<file path="src/rtl/apb_pkg.sv">
// Shared APB write-master types: FSM state encoding and data word type.
package apb_pkg;
    localparam int APB_DATA_WIDTH = 32;

    typedef logic [APB_DATA_WIDTH-1:0] apb_data_t;

    typedef enum logic [1:0] {
        IDLE,
        SETUP,
        ACCESS
    } apb_state_e;
endpackage

</file>
<file path="src/rtl/apb_write_master_if.sv">
// Request port plus north-side APB write outputs of apb_write_master.
interface apb_write_master_if #(
    parameter int CNT_WIDTH = 16
);
    import apb_pkg::*;

    logic                 req_valid;
    logic                 req_ready;
    apb_data_t            req_data;
    logic                 psel;
    logic                 penable;
    apb_data_t            pwdata;
    logic                 busy;
    logic [CNT_WIDTH-1:0] xfer_count;

    modport master (
        input  req_valid, req_data,
        output req_ready, psel, penable, pwdata, busy, xfer_count
    );

    modport slave (
        output req_valid, req_data,
        input  req_ready, psel, penable, pwdata, busy, xfer_count
    );
endinterface

</file>
<file path="src/rtl/apb_write_master_fifo.sv">
// Show-ahead synchronous FIFO; rdata is the head, 0-cycle read latency.
// Push when full and pop when empty are ignored; async reset flushes it.
module sync_fifo #(
    parameter int WIDTH = 32,
    parameter int DEPTH = 4
) (
    input  logic                     clk,
    input  logic                     reset,
    input  logic                     push,
    input  logic                     pop,
    input  logic [WIDTH-1:0]         wdata,
    output logic [WIDTH-1:0]         rdata,
    output logic                     full,
    output logic                     empty,
    output logic [$clog2(DEPTH):0]   count
);
    localparam int AW = $clog2(DEPTH);

    logic [WIDTH-1:0] mem [DEPTH];
    logic [AW-1:0]    wr_ptr;
    logic [AW-1:0]    rd_ptr;
    logic [AW:0]      cnt;
    logic             push_ok;
    logic             pop_ok;

    assign full    = (cnt == (AW+1)'(DEPTH));
    assign empty   = (cnt == '0);
    assign count   = cnt;
    assign rdata   = mem[rd_ptr];
    assign push_ok = push && !full;
    assign pop_ok  = pop && !empty;

    always_ff @(posedge clk) begin
        if (push_ok) begin
            mem[wr_ptr] <= wdata;
        end
    end

    always_ff @(posedge clk or posedge reset) begin
        if (reset) begin
            wr_ptr <= '0;
            rd_ptr <= '0;
            cnt    <= '0;
        end else begin
            if (push_ok) begin
                wr_ptr <= wr_ptr + AW'(1);
            end
            if (pop_ok) begin
                rd_ptr <= rd_ptr + AW'(1);
            end
            case ({push_ok, pop_ok})
                2'b10:   cnt <= cnt + (AW+1)'(1);
                2'b01:   cnt <= cnt - (AW+1)'(1);
                default: cnt <= cnt;
            endcase
        end
    end
endmodule

</file>
<file path="src/rtl/apb_write_master.sv">
// Buffers request words and issues back-to-back APB writes (SETUP, ACCESS); first SETUP one cycle after acceptance.
// req_ready drops when DEPTH words are pending, counting the word currently on the bus; no look-ahead on the pop.
module apb_write_master
    import apb_pkg::*;
#(
    parameter int DEPTH     = 4,
    parameter int CNT_WIDTH = 16
) (
    input  logic               clk,
    input  logic               reset,
    apb_write_master_if.master bus
);
    localparam int AW = $clog2(DEPTH);

    apb_state_e           state;
    logic                 psel_q;
    logic                 penable_q;
    apb_data_t            pwdata_q;
    logic [CNT_WIDTH-1:0] count_q;

    apb_data_t   head;
    logic        fifo_full;
    logic        fifo_empty;
    logic [AW:0] fifo_count;
    logic [AW:0] pending;
    logic        in_flight;
    logic        accept;
    logic        refill;
    logic        load;
    logic        bypass;

    // The word on the bus is moved out of the FIFO into pwdata when its SETUP
    // starts, so it still counts toward capacity until its ACCESS completes.
    assign in_flight = (state != IDLE);
    assign pending   = fifo_count + {{AW{1'b0}}, in_flight};

    assign bus.req_ready = (pending != (AW+1)'(DEPTH)) && !fifo_full && !reset;
    assign accept        = bus.req_valid && bus.req_ready;

    // A word arriving on the last ACCESS edge goes straight into pwdata.
    assign refill = (state == ACCESS) && (!fifo_empty || accept);
    assign load   = ((state == IDLE) && !fifo_empty) || refill;
    assign bypass = (state == ACCESS) && fifo_empty && accept;

    sync_fifo #(
        .WIDTH (APB_DATA_WIDTH),
        .DEPTH (DEPTH)
    ) u_fifo (
        .clk   (clk),
        .reset (reset),
        .push  (accept && !bypass),
        .pop   (load && !fifo_empty),
        .wdata (bus.req_data),
        .rdata (head),
        .full  (fifo_full),
        .empty (fifo_empty),
        .count (fifo_count)
    );

    always_ff @(posedge clk or posedge reset) begin
        if (reset) begin
            state     <= IDLE;
            psel_q    <= 1'b0;
            penable_q <= 1'b0;
            pwdata_q  <= '0;
            count_q   <= '0;
        end else begin
            case (state)
                IDLE: begin
                    if (!fifo_empty) begin
                        state     <= SETUP;
                        psel_q    <= 1'b1;
                        penable_q <= 1'b0;
                        pwdata_q  <= head;
                    end
                end
                SETUP: begin
                    state     <= ACCESS;
                    penable_q <= 1'b1;
                end
                ACCESS: begin
                    count_q   <= count_q + CNT_WIDTH'(1);
                    penable_q <= 1'b0;
                    if (refill) begin
                        state    <= SETUP;
                        pwdata_q <= fifo_empty ? bus.req_data : head;
                    end else begin
                        state  <= IDLE;
                        psel_q <= 1'b0;
                    end
                end
                default: begin
                    state     <= IDLE;
                    psel_q    <= 1'b0;
                    penable_q <= 1'b0;
                end
            endcase
        end
    end

    assign bus.psel       = psel_q;
    assign bus.penable    = penable_q;
    assign bus.pwdata     = pwdata_q;
    assign bus.xfer_count = count_q;
    assign bus.busy       = !fifo_empty || in_flight;
endmodule
</file>
<file path="src/flat_wrapper.sv">
// flat-port wrapper written by rule: the top's interface ports become plain ports
module apb_write_master_flat import apb_pkg::*;
#(
    parameter int DEPTH     = 4,
    parameter int CNT_WIDTH = 16
)
  (clk, reset, bus_req_valid, bus_req_data, bus_req_ready, bus_psel, bus_penable, bus_pwdata, bus_busy, bus_xfer_count);
  apb_write_master_if #(.CNT_WIDTH(CNT_WIDTH)) bus_i ();
  input  logic clk;
  input  logic reset;
  input wire logic [$bits(bus_i.req_valid)-1:0] bus_req_valid;
  input wire logic [$bits(bus_i.req_data)-1:0] bus_req_data;
  output wire logic [$bits(bus_i.req_ready)-1:0] bus_req_ready;
  output wire logic [$bits(bus_i.psel)-1:0] bus_psel;
  output wire logic [$bits(bus_i.penable)-1:0] bus_penable;
  output wire logic [$bits(bus_i.pwdata)-1:0] bus_pwdata;
  output wire logic [$bits(bus_i.busy)-1:0] bus_busy;
  output wire logic [$bits(bus_i.xfer_count)-1:0] bus_xfer_count;
  assign bus_i.req_valid = bus_req_valid;
  assign bus_i.req_data = bus_req_data;
  assign bus_req_ready = bus_i.req_ready;
  assign bus_psel = bus_i.psel;
  assign bus_penable = bus_i.penable;
  assign bus_pwdata = bus_i.pwdata;
  assign bus_busy = bus_i.busy;
  assign bus_xfer_count = bus_i.xfer_count;
  apb_write_master #(.DEPTH(DEPTH), .CNT_WIDTH(CNT_WIDTH)) u_core (.clk(clk), .reset(reset), .bus(bus_i));
endmodule
</file>
<file path="config.mk">
export PLATFORM = sky130hd
export DESIGN_NAME = apb_write_master_flat
export DESIGN_NICKNAME = d
export VERILOG_FILES = /design/src/rtl/apb_pkg.sv /design/src/rtl/apb_write_master_if.sv /design/src/rtl/apb_write_master_fifo.sv /design/src/rtl/apb_write_master.sv /design/src/flat_wrapper.sv
export SDC_FILE = /design/constraint.sdc
export NUM_CORES = 1
export LEC_CHECK = 0
export BUFFER_PORTS_ARGS = -buffer_cell sky130_fd_sc_hd__buf_2
export CORE_AREA = 2 2 120 169
export CTS_BUF_LIST = sky130_fd_sc_hd__clkbuf_8
export CTS_CLUSTER_SIZE = 14
export DETAILED_ROUTE_END_ITERATION = 12
export DIE_AREA = 0 0 122 171
export PLACE_DENSITY = 0.68
export SYNTH_ARGS = -nofsm -noshare
export SYNTH_HDL_FRONTEND = slang
export SYNTH_HIERARCHICAL = 1
export SYNTH_SLANG_ARGS = --single-unit
</file>
<file path="constraint.sdc">
create_clock -name clk -period 2.8 [get_ports clk]
set_input_delay 0.28 -clock clk [delete_from_list [all_inputs] [get_ports clk]]
set_output_delay 0.28 -clock clk [all_outputs]
set_load 0.01 [all_outputs]
</file>
== Word-level counts from Yosys, hierarchy flattened ==
Memories as Yosys holds them, arrays and structs flattened.
Cells that the tools add are included.

* Multipliers: 0
* Shift operators: 0
* Divide/modulo/power cells: 0
* Eq/ne operators: 9
* Bitwise logic cells: 1
* Reductions and logical operators: 25
* Magnitude comparators: 0
* Add/subtract/negate cells: 6
* Muxes and demuxes: 15

{| class="wikitable"
|+ Operators with widths
! kind !! count
|-
| $mux 32 || 3
|-
| $pmux 32 s2 || 1
|-
| $add 16x1->16 const B || 1
|-
| $logic_and 1x1->1 || 11
|-
| $mux 1 || 6
|-
| $pmux 2 s3 || 1
|-
| $pmux 3 s2 || 1
|-
| $reduce_and 3->1 || 2
|-
| $reduce_bool 2->1 || 3
|-
| $add 2x1->2 const B || 2
|-
| $eq 2x1->1 const B || 2
|-
| $eq 2x2->1 const B || 2
|-
| $logic_not 1->1 || 4
|-
| $ne 2x2->1 const B || 2
|-
| $add 3x1->3 || 1
|-
| $add 3x1->3 const B || 1
|-
| $eq 3x3->1 const B || 1
|-
| $logic_not 3->1 || 1
|-
| $logic_or 1x1->1 || 3
|-
| $ne 3x3->1 const B || 1
|-
| $pmux 1 s3 || 1
|-
| $sub 3x1->3 const B || 1
|-
| $logic_not 2->1 || 1
|-
| $mux 2 || 1
|-
| other kinds (3) || 3
|}

* Bits in latches: 0
* Logic and storage cells: 65
* Memories kept: 1
* Input bits: 35
* Flip-flop bits (word level): 59
* Memory bits (writable): 128
* Output and inout bits: 52
* Bits in read-only memories: 0

{| class="wikitable"
|+ Memories
! memory !! words !! bits a word !! read ports !! clocked after memory_dff !! wr ports !! RTL line !! source
|-
| u_core.u_fifo.mem || 4 || 32 || 1 || 0 || 1 || apb_write_master_fifo.sv:19 || <nowiki>logic [WIDTH-1:0] mem [DEPTH];</nowiki>
|}

== Depth between registers and ports, before layout ==
Gate-level depths: netlist (run 1).

* Depth after elaboration: 13
* Mapped depth: 16

== By module ==
The synthesis (run 1) kept the hierarchy.

{| class="wikitable"
|+ By module, submodules not included
! module !! cells an instance !! area an instance (um^2) !! instances !! seq. area each (um^2)
|-
| sync_fifo || 206 || 5094.9 || 1 || 4018.9
|-
| apb_write_master || 260 || 2560.0 || 1 || 1276.2
|}

== Least setup slack after synthesis (run 1) ==
OpenSTA, ideal clock, no wires.

* Kind: reg-to-reg
* From: register u_core.state[0]
* To: memory u_core.u_fifo.mem[0][0], enable pin
* Data arrival time: 2.701 ns
* Period minus slack after synthesis: 3.093 ns
* Buffers on the path: 1
* Setup time: 0.392 ns
* Setup slack: -0.293 ns
* Cell stages (with the launch flop): 11
* Path through: dfrtp_1 > buf_6 > nor2_1 > inv_1 > ha_1 > ha_1 > xnor2_1 > o311ai_0 > nor2_1 > nor2b_2 > and2_1

* Cells in the longest elaborated chain, start to end: 12
* Elaborated cells on any way between the ends: 14
* Classes of those cells: add/sub (1); eq/ne (2); mux (2); reduce/logical (9)

{| class="wikitable"
|+ Ends and longest elaborated chain
! item !! RTL line !! source
|-
| start: declaration || apb_write_master.sv:15 || <nowiki>apb_state_e state;</nowiki>
|-
| start signal: assignment || apb_write_master.sv:62 || <nowiki>state <= IDLE;</nowiki>
|-
| start signal: assignment || apb_write_master.sv:71 || <nowiki>state <= SETUP;</nowiki>
|-
| start signal: assignment || apb_write_master.sv:78 || <nowiki>state <= ACCESS;</nowiki>
|-
| $reduce_bool 2->1 || apb_write_master.sv:34 || <nowiki>assign in_flight = (state != IDLE);</nowiki>
|-
| $add 3x1->3 || apb_write_master.sv:35 || <nowiki>assign pending = fifo_count + {{AW{1'b0}}, in_flight};</nowiki>
|-
| $ne 3x3->1 || apb_write_master.sv:37 || <nowiki>assign bus.req_ready = (pending != (AW+1)'(DEPTH)) && !fifo_full && !reset;</nowiki>
|-
| $logic_and 1x1->1 (2 in series) || apb_write_master.sv:37 ||
|-
| $logic_and 1x1->1 || apb_write_master.sv:38 || <nowiki>assign accept = bus.req_valid && bus.req_ready;</nowiki>
|-
| $logic_and 1x1->1 || apb_write_master.sv:43 || <nowiki>assign bypass = (state == ACCESS) && fifo_empty && accept;</nowiki>
|-
| $logic_not 1->1 || apb_write_master.sv:51 || <nowiki>.push (accept && !bypass),</nowiki>
|-
| $logic_and 1x1->1 * || apb_write_master.sv:51 ||
|-
| $logic_and 1x1->1 * || apb_write_master_fifo.sv:30 || <nowiki>assign push_ok = push && !full;</nowiki>
|-
| $mux 1 * || apb_write_master_fifo.sv:34 || <nowiki>if (push_ok) begin</nowiki>
|-
| $mux 1 (implied by the code) * || apb_write_master_fifo.sv:35 || <nowiki>mem[wr_ptr] <= wdata;</nowiki>
|-
| end: declaration || apb_write_master_fifo.sv:19 ||
|}

Every way passes the cells marked *; elsewhere a longest branch is shown, timed or not.

== Final worst setup path (run 1) ==
* From: register u_core.state[1]
* To: register u_core.u_fifo.cnt[2] (netlist: u_core/u_fifo/count[2])

* Cells in the longest elaborated chain, start to end: 13
* Elaborated cells on any way between the ends: 23
* Classes of those cells: add/sub (1); eq/ne (4); mux (1); reduce/logical (17)

{| class="wikitable"
|+ Ends and longest elaborated chain
! item !! RTL line !! source
|-
| $reduce_bool 2->1 || apb_write_master.sv:34 ||
|-
| $add 3x1->3 || apb_write_master.sv:35 ||
|-
| $ne 3x3->1 || apb_write_master.sv:37 ||
|-
| $logic_and 1x1->1 (2 in series) || apb_write_master.sv:37 ||
|-
| $logic_and 1x1->1 || apb_write_master.sv:38 ||
|-
| $logic_or 1x1->1 || apb_write_master.sv:41 || <nowiki>assign refill = (state == ACCESS) && (!fifo_empty || accept);</nowiki>
|-
| $logic_and 1x1->1 || apb_write_master.sv:41 ||
|-
| $logic_or 1x1->1 || apb_write_master.sv:42 || <nowiki>assign load = ((state == IDLE) && !fifo_empty) || refill;</nowiki>
|-
| $logic_and 1x1->1 || apb_write_master.sv:52 || <nowiki>.pop (load && !fifo_empty),</nowiki>
|-
| $logic_and 1x1->1 || apb_write_master_fifo.sv:31 || <nowiki>assign pop_ok = pop && !empty;</nowiki>
|-
| $eq 2x1->1 / $eq 2x2->1 (equally long branches) || apb_write_master_fifo.sv:51 || <nowiki>case ({push_ok, pop_ok})</nowiki>
|-
| $pmux 3 s2 / $reduce_bool 2->1 (equally long branches) || - ||
|-
| end signal: assignment || apb_write_master_fifo.sv:52 || <nowiki>2'b10: cnt <= cnt + (AW+1)'(1);</nowiki>
|-
| end signal: assignment || apb_write_master_fifo.sv:53 || <nowiki>2'b01: cnt <= cnt - (AW+1)'(1);</nowiki>
|-
| end signal: assignment || apb_write_master_fifo.sv:54 || <nowiki>default: cnt <= cnt;</nowiki>
|-
| end: declaration || apb_write_master_fifo.sv:22 || <nowiki>logic [AW:0] cnt;</nowiki>
|}

Parallel ways exist; a longest one is shown, timed or not.
A chain may end at the register's enable or synchronous reset.

==> impl_metrics.csv, run 1 <==
group,metric,value,unit
floorplan,die_area,20900,um2
global_routing,number_of_antenna_violations_at_the_first_check_in_global_routing,1,
cells_and_area,design.final.nets,606,
worst_hold_path,holdCritPathClass,"input port to register",
synthesis,synth_edf_count,128,
global_routing,global_route.overflow_total,0,
worst_hold_path,whs_endpoint,"u_core/u_fifo/mem[2][25]$_DFFE_PP_",
timing,finalSetupViolations,0,
floorplan,fp.dieH,171,um
timing,finClkSkew,0.0144,ns
timing,final_period_minus_worst_setup_slack,2.65,ns
setup_path,timing.critical_path.required,3.16,ns
place,finalWeightedCongestion,0.778,
synthesis,synth_nets,510,
worst_hold_path,whs_path_depth,1,
synthesis,synth.cell_area,7650,um2
synthesis,ys_dominant_reg_cell,"sky130_fd_sc_hd__edfxtp_1",
timing,fin_hold_ws,0.0696,ns
timing,post-route-worst-setup-slack,0.146,ns
setup_path,slowest_stage_delay_cp,0.40,ns
global_routing,grt_first_pass_wirelength,24200,um
clock_network,path_clk_slew,0.09,ns
setup_path,worst-path-max-fanout,2,
synthesis,synth_commonest_cells,"sky130_fd_sc_hd__edfxtp_1, sky130_fd_sc_hd__nand2_1, sky130_fd_sc_hd__dfrtp_1, sky130_fd_sc_hd__nor2_1, sky130_fd_sc_hd__a32oi_1",
setup_path,cp-start-kind,"register",
drt,drc_errors,0,
setup_path,slowest_cell_on_the_critical_path,"sky130_fd_sc_hd__dfrtp_1",
floorplan,floorplan.initialDensity,39.3,%
setup_path,worst_setup_path_end_kind,"register",
global_routing,groute.usage.overall,15.4,%
clock_network,max_h_tree_level,4,
drt,first_iter_violations,232,
drt,wl,16100,um
synthesis,ys_warn_count,6,
drt,remaining_antenna_violation_count_after_routing,0,
timing,tightest_slew,1.10,ns
clock_network,cts-buffers-inserted,17,
place,detailedPlace.worstSlack,0.0124,ns
clock_network,cts.path.max_buffers,2,
floorplan,core_area,19500,um2
synthesis,yosysTopAreaCell,"sky130_fd_sc_hd__edfxtp_1",
synthesis,ys_async_sr_fraction,31.2,%
setup_path,crit-reg2reg-capture,"u_core/u_fifo/count[2]$_DFFE_PP0P_",
outcome,status,"complete, no violations",
synthesis,yosysSeqAreaShare,69.2,%
cells_and_area,drive_gt1_share,32.7,%
synthesis,post_synth_inst_count,466,
floorplan,die_x,122,um
setup_path,classification_of_the_worst_setup_path,"register to register",
timing,timing.max_slew.rel_slack,26.1,%
setup_path,worstRegToRegCells,15,
floorplan,top_level_ports,87,
place,portBuffers,86,
cells_and_area,area_growth_syn_to_layout,15.4,%
job,drv.max_cap_violation_count,0,
drt,post_drt_wl_per_cell,19.4,um
power,leakagePower,3.30,nW
power,irDropWorstVdd,0.000480,V
setup_path,worstReg2RegStart,"u_core/state[1]$_DFFE_PP0P_",
place,detailed_place_hpwl,10100,um
drt,num_vias,4325,
timing,report.final.slew_viol_count,0,
synthesis,synth_top_cells_by_area,"sky130_fd_sc_hd__edfxtp_1, sky130_fd_sc_hd__dfrtp_1, sky130_fd_sc_hd__mux4_2",
worst_hold_path,holdCritStartpoint,"bus_req_data[25]",
timing,final_number_of_hold_violating_endpoints,0,
clock_network,root_buffer_master,"sky130_fd_sc_hd__clkbuf_8",
drt,drt-pass1-iter-count,4,
synthesis,yosysMostFrequentCell,"sky130_fd_sc_hd__edfxtp_1",
setup_path,timing.critical_path.arrival,3.01,ns
synthesis,postSynthRegisterBits,186,
global_routing,pin_count_of_the_biggest_net_entering_global_routing,34,
timing,fmax,377,MHz
clock_network,cts_sinks,186,
drt,drt-vias-per-instance,5.22,
power,pwr_density_cell,1030,nW/um2
synthesis,synth_area_per_cell,16.4,um2
setup_path,reg2reg_setup_slack,0.15,ns
synthesis,netlist-cell-type-count,46,
floorplan,core.rowCount,61,
clock_network,insertion_delay,0.44,ns
synthesis,area_share_of_the_largest_cell_type_after_synthesis,50.2,%
setup_path,cp_cell_sequence,"nor2_2, inv_1, ha_2, ha_4, xnor2_4, o311ai_4, nor2_1, nor2b_4, inv_2, ha_4, inv_1, fa_2, xor2_1, nor2_1, xor2_1",
global_routing,number_of_global_route_vias_before_repair,4374,
clock_network,tritoncts_clock_tree,"built",
timing,fin_crit_sh,94.8,%
state kept, by name (all words and copies together) (netlist names):
name                   flops
u_core/bus.pwdata         32
u_core/u_fifo/rd_ptr       2
u_core/u_fifo/mem        128
u_core/bus.xfer_count     16
u_core/bus.psel            1
u_core/u_fifo/count        3
u_core/state               2
u_core/u_fifo/wr_ptr       2
cell type report:
type                            instances  area [um2]
Fill cell                            1670       10600
Sequential cell                       186        5300
Multi-Input combinational cell        244        2180
Timing Repair Buffer                  103         586
Tap cell                              252         315
Clock buffer                           17         234
Clock inverter                         15         179
Inverter                               10        37.5
Antenna cell                            1        2.50
routing by layer:
| metal | share of wire (%) | track usage (%) | vias to the layer above |
|---|---|---|---|
| li1 | - | - | 1953 |
| met1 | 40 | 18.4 | 2250 |
| met2 | 54 | 27.4 | 102 |
| met3 | 4.1 | 3.60 | 20 |
| met4 | 1.7 | 5.15 | 0 |
| met5 | 0 | 0 | - |
logic make-up (layout without fill, tap and decap cells):
| group | after synthesis | count (layout) | synth area share (%) |
|---|---|---|---|
| flip-flops | 186 | 186 | 69.2 |
| AND/OR/NAND/NOR | 139 | 139 | 8.29 |
| AO/OA/AOI/OAI | 39 | 39 | 4.84 |
| buffers and inverters | 36 | 145 | 3.58 |
| multiplexers | 35 | 35 | 10.0 |
| XOR/XNOR | 22 | 22 | 2.52 |
| adder cells (fa/ha/maj) | 9 | 9 | 1.57 |
| other | 0 | 1 | 0 |
metrics by stage:
step / power, mW / instances / instance area, um2 / TNS, ns / util (%)
final: 9.12 / 828 / 8830 / 0 / 45.4
after global routing: 9.64 / 827 / 8830 / -0.0165 / 45.4
after CTS: 9.04 / 823 / 8750 / 0 / 44.9
after detailed placement: 7.21 / 790 / 8320 / 0 / 42.7
after global placement: 7.08 / 790 / 8320 / 0 / 42.7
after floorplan: 6.32 / 466 / 7690 / 0 / -
what timing repair did:
item                                    4_1_cts  5_1_grt
setup buffers                                 0        4
resized for setup                             3        9
pin swaps                                     1        4
hold buffers                                  1        0
endpoints found under the hold margin         7        0
endpoints found under the setup margin       83       33
worst max path at each step:
stage | start | endpoint | slack (ns)
after global routing | u_core/state[1]$_DFFE_PP0P_ | u_core/u_fifo/count[2]$_DFFE_PP0P_ | -0.02
after floorplan | u_core/state[0]$_DFFE_PP0P_ | u_core/u_fifo/count[2]$_DFFE_PP0P_ | 0.002
after detailed placement | u_core/state[0]$_DFFE_PP0P_ | u_core/u_fifo/mem[1][14]$_DFFE_PP_ | 0.01
final | u_core/state[1]$_DFFE_PP0P_ | u_core/u_fifo/count[2]$_DFFE_PP0P_ | 0.15
after global placement | u_core/state[0]$_DFFE_PP0P_ | u_core/u_fifo/mem[0][17]$_DFFE_PP_ | 0.07
after CTS | u_core/state[0]$_DFFE_PP0P_ | u_core/u_fifo/mem[3][23]$_DFFE_PP_ | 0.006
cells in the final DEF (no fill, tap or decap), types with 3 or more instances in the layout:
cell / n
sky130_fd_sc_hd__clkbuf_8: 17
sky130_fd_sc_hd__inv_1: 11
sky130_fd_sc_hd__buf_4: 14
sky130_fd_sc_hd__bufinv_16: 3
sky130_fd_sc_hd__xnor2_1: 13
sky130_fd_sc_hd__dfrtp_1: 56
sky130_fd_sc_hd__and3_1: 4
sky130_fd_sc_hd__nor2_1: 37
sky130_fd_sc_hd__a32oi_1: 31
sky130_fd_sc_hd__xor2_1: 8
sky130_fd_sc_hd__edfxtp_1: 128
sky130_fd_sc_hd__nand3_1: 4
sky130_fd_sc_hd__nand2_1: 71
sky130_fd_sc_hd__nand4_1: 4
sky130_fd_sc_hd__mux4_1: 4
sky130_fd_sc_hd__clkinv_4: 3
sky130_fd_sc_hd__buf_2: 86
sky130_fd_sc_hd__and2_4: 5
sky130_fd_sc_hd__ha_1: 5
sky130_fd_sc_hd__mux4_2: 28
worst max-delay path, delay by kind of cell (launching register included):
family | cells | cell delay (ns)
adders and majority gates | 4 | 0.83
and+or+nand+nor | 4 | 0.45
DFF | 1 | 0.40
xor gates and xnor gates | 3 | 0.44
buffers and inverters | 3 | 0.17
AOI/OAI and AO/OA | 1 | 0.28
where the power goes:
group | total (mW) | switching [mW] | internal [mW]
clock network | 1.82 | 0.930 | 0.888
registers | 4.04 | 0.467 | 3.57
logic | 3.27 | 1.72 | 1.54
total | 9.12 | 3.12 | 6.00
(Power assumes the default switching activity.)
==> inputs of run 2 (changes only) <==
--- a/config.mk
+++ b/config.mk
@@ -11,7 +11,7 @@
 export CTS_CLUSTER_SIZE = 14
 export DETAILED_ROUTE_END_ITERATION = 12
 export DIE_AREA = 0 0 122 171
-export PLACE_DENSITY = 0.68
+export PLACE_DENSITY = 0.62
 export SYNTH_ARGS = -nofsm -noshare
 export SYNTH_HDL_FRONTEND = slang
 export SYNTH_HIERARCHICAL = 1
==> impl_metrics.csv, run 2 (same netlist as run 1, synthesis figures left out) <==
group,metric,value,unit
cells_and_area,design.final.nets,605,
power,power.share.combinational,36.0,%
cells_and_area,design_area,8780,um2
drt,remaining_antenna_violation_count_after_routing,0,
clock_network,max_h_tree_level,4,
job,drv.max_cap_violation_count,0,
cells_and_area,area_growth_syn_to_layout,14.7,%
worst_hold_path,whs_path_depth,1,
outcome,status,"complete, no violations",
setup_path,worst-path-max-fanout,2,
cells_and_area,post_route_utilization,45.1,%
setup_path,cp_cell_sequence,"nor2_2, inv_1, ha_2, ha_4, xnor2_4, o311ai_4, nor2_1, nor2b_2, inv_1, ha_2, inv_1, fa_2, xor2_1, nor2_1, xor2_1",
floorplan,die_x,122,um
timing,tightest_slew,1.10,ns
global_routing,groute.usage.overall,15.9,%
drt,first_iter_violations,289,
power,netSwitchingPower,3.21,mW
timing,fin_crit_sh,94.3,%
timing,final_period_minus_worst_setup_slack,2.64,ns
floorplan,die_area,20900,um2
setup_path,timing.critical_path.required,3.17,ns
power,leakagePower,3.28,nW
drt,drt-pass1-iter-count,4,
setup_path,slowest_cell_on_the_critical_path,"sky130_fd_sc_hd__dfrtp_1",
setup_path,reg2reg_setup_slack,0.16,ns
setup_path,worstRegToRegCells,15,
drt,drc_errors,0,
place,portBuffers,86,
power,pwr_density_cell,1020,nW/um2
global_routing,pin_count_of_the_biggest_net_entering_global_routing,34,
global_routing,number_of_antenna_violations_at_the_first_check_in_global_routing,1,
power,irDropWorstVdd,0.000468,V
clock_network,path_clk_slew,0.11,ns
cells_and_area,largest_reg_flops,128,
timing,report.final.slew_viol_count,0,
global_routing,global_route.overflow_total,0,
timing,setup_tns,0,ns
place,dpl_cell_area,8330,um2
cells_and_area,num-fill-cells,1713,
clock_network,cts_sinks,186,
floorplan,floorplan.initialDensity,39.3,%
cells_and_area,leading_cell_type_in_the_layout_fill_and_taps_excluded,"sky130_fd_sc_hd__edfxtp_1",
power,total_power,8.96,mW
drt,num_vias,4227,
cells_and_area,antenna_cells_inserted,0,
timing,fmax,379,MHz
power,switching_share,35.8,%
timing,final_number_of_hold_violating_endpoints,0,
cells_and_area,drive_gt1_share,32.8,%
clock_network,tritoncts_clock_tree,"built",
drt,wl,15700,um
floorplan,fp.dieH,171,um
clock_network,root_buffer_master,"sky130_fd_sc_hd__clkbuf_8",
cells_and_area,largest-register,"u_core/u_fifo/mem",
setup_path,cp-start-kind,"register",
power,sequentialPowerShare,44.8,%
place,finalWeightedCongestion,0.773,
setup_path,timing.critical_path.arrival,3.01,ns
power,internal_power_summed_over_all_cells,5.75,mW
cells_and_area,layout_common_cells,"sky130_fd_sc_hd__edfxtp_1, sky130_fd_sc_hd__buf_2, sky130_fd_sc_hd__nand2_1",
clock_network,cts-buffers-inserted,17,
setup_path,worst_setup_path_end_kind,"register",
clock_network,insertion_delay,0.45,ns
timing,post-route-worst-setup-slack,0.160,ns
worst_hold_path,holdCritPathClass,"input port to register",
floorplan,core.rowCount,61,
timing,finClkSkew,0.0151,ns
setup_path,timing.critical_path.mode_cell,"sky130_fd_sc_hd__inv_1",
floorplan,top_level_ports,87,
setup_path,slowest_stage_delay_cp,0.40,ns
floorplan,core_area,19500,um2
timing,finalSetupViolations,0,
global_routing,grt_first_pass_wirelength,24900,um
place,detailed_place_hpwl,9850,um
timing,timing.max_slew.rel_slack,26.7,%
power,power.clock.fraction,19.2,%
place,detailedPlace.worstSlack,-0.0136,ns
global_routing,number_of_global_route_vias_before_repair,4549,
drt,drt-vias-per-instance,5.12,
clock_network,cts.path.max_buffers,2,
drt,post_drt_wl_per_cell,19.0,um
setup_path,classification_of_the_worst_setup_path,"register to register",
## run 2: per-layer routing
layer | share of wire [%] | track usage [%] | wire [um] | up-vias
li1 | - | - | - | 1953
met1 | 42 | 19.6 | 6620 | 2182
met2 | 52 | 27.5 | 8220 | 74
met3 | 3.6 | 3.43 | 565 | 16
met4 | 1.7 | 5.60 | 272 | 2
met5 | 0.083 | 0 | 13 | -
## run 2: layout make-up
class                      count  area (um2)  share of cell area [%]
clock buffer                  17         234                    2.66
clock inverter                15         153                    1.74
inverter                      10        37.5                   0.428
multi-input combinational    244        2160                    24.7
sequential                   186        5300                    60.3
tap                          252         315                    3.59
timing repair buffer         102         578                    6.58
## run 2: critical path: cells and delay by family (launching register included)
family                     cells  cell delay, ns
AOI/OAI and AO/OA              1            0.25
xor gates and xnor gates       3            0.43
adders and majority gates      4            0.84
buffers and inverters          3            0.17
DFF                            1            0.40
and+or+nand+nor                4            0.47
## run 2: power by group through the flow
| stage | clock network, mW | logic, mW | registers (mW) |
|---|---|---|---|
| 2_1_floorplan | 0 | 2.30 | 4.02 |
| 6_report | 1.72 | 3.22 | 4.01 |
| 5_1_grt | 1.88 | 3.55 | 4.10 |
| 3_3_place_gp | 0 | 3.04 | 4.05 |
| 4_1_cts | 1.78 | 3.16 | 4.02 |
| 3_5_place_dp | 0 | 3.13 | 4.09 |
## run 2: final timing paths
check                                                 startpoint                                     to
max reg2reg                          u_core/state[1]$_DFFE_PP0P_     u_core/u_fifo/count[2]$_DFFE_PP0P_
min                                              bus_req_data[1]      u_core/u_fifo/mem[2][1]$_DFFE_PP_
max                                  u_core/state[1]$_DFFE_PP0P_     u_core/u_fifo/count[2]$_DFFE_PP0P_
min reg2reg                u_core/bus.xfer_count[15]$_DFFE_PP0N_  u_core/bus.xfer_count[15]$_DFFE_PP0N_
min in group asynchronous                                  reset     u_core/u_fifo/count[1]$_DFFE_PP0P_
max in group asynchronous                                  reset      u_core/bus.pwdata[18]$_DFFE_PP0P_
## run 2: timing repair
item | CTS | global route
setup buffers | 0 | 2
setup endpoints to repair | 110 | 1
hold buffers | 1 | 0
pin swaps | 0 | 4
resized for setup | 4 | 5
endpoints found under the hold margin | 31 | 0
## run 2: stage by stage
| stage | cells | hold WS, ns |
|---|---|---|
| 3_3_place_gp | 791 | 0.287 |
| 5_1_grt | 826 | 0.0105 |
| 2_1_floorplan | 466 | 0.0834 |
| 3_5_place_dp | 791 | 0.307 |
| 4_1_cts | 824 | 0.00784 |
| 6_report | 826 | 0.0493 |
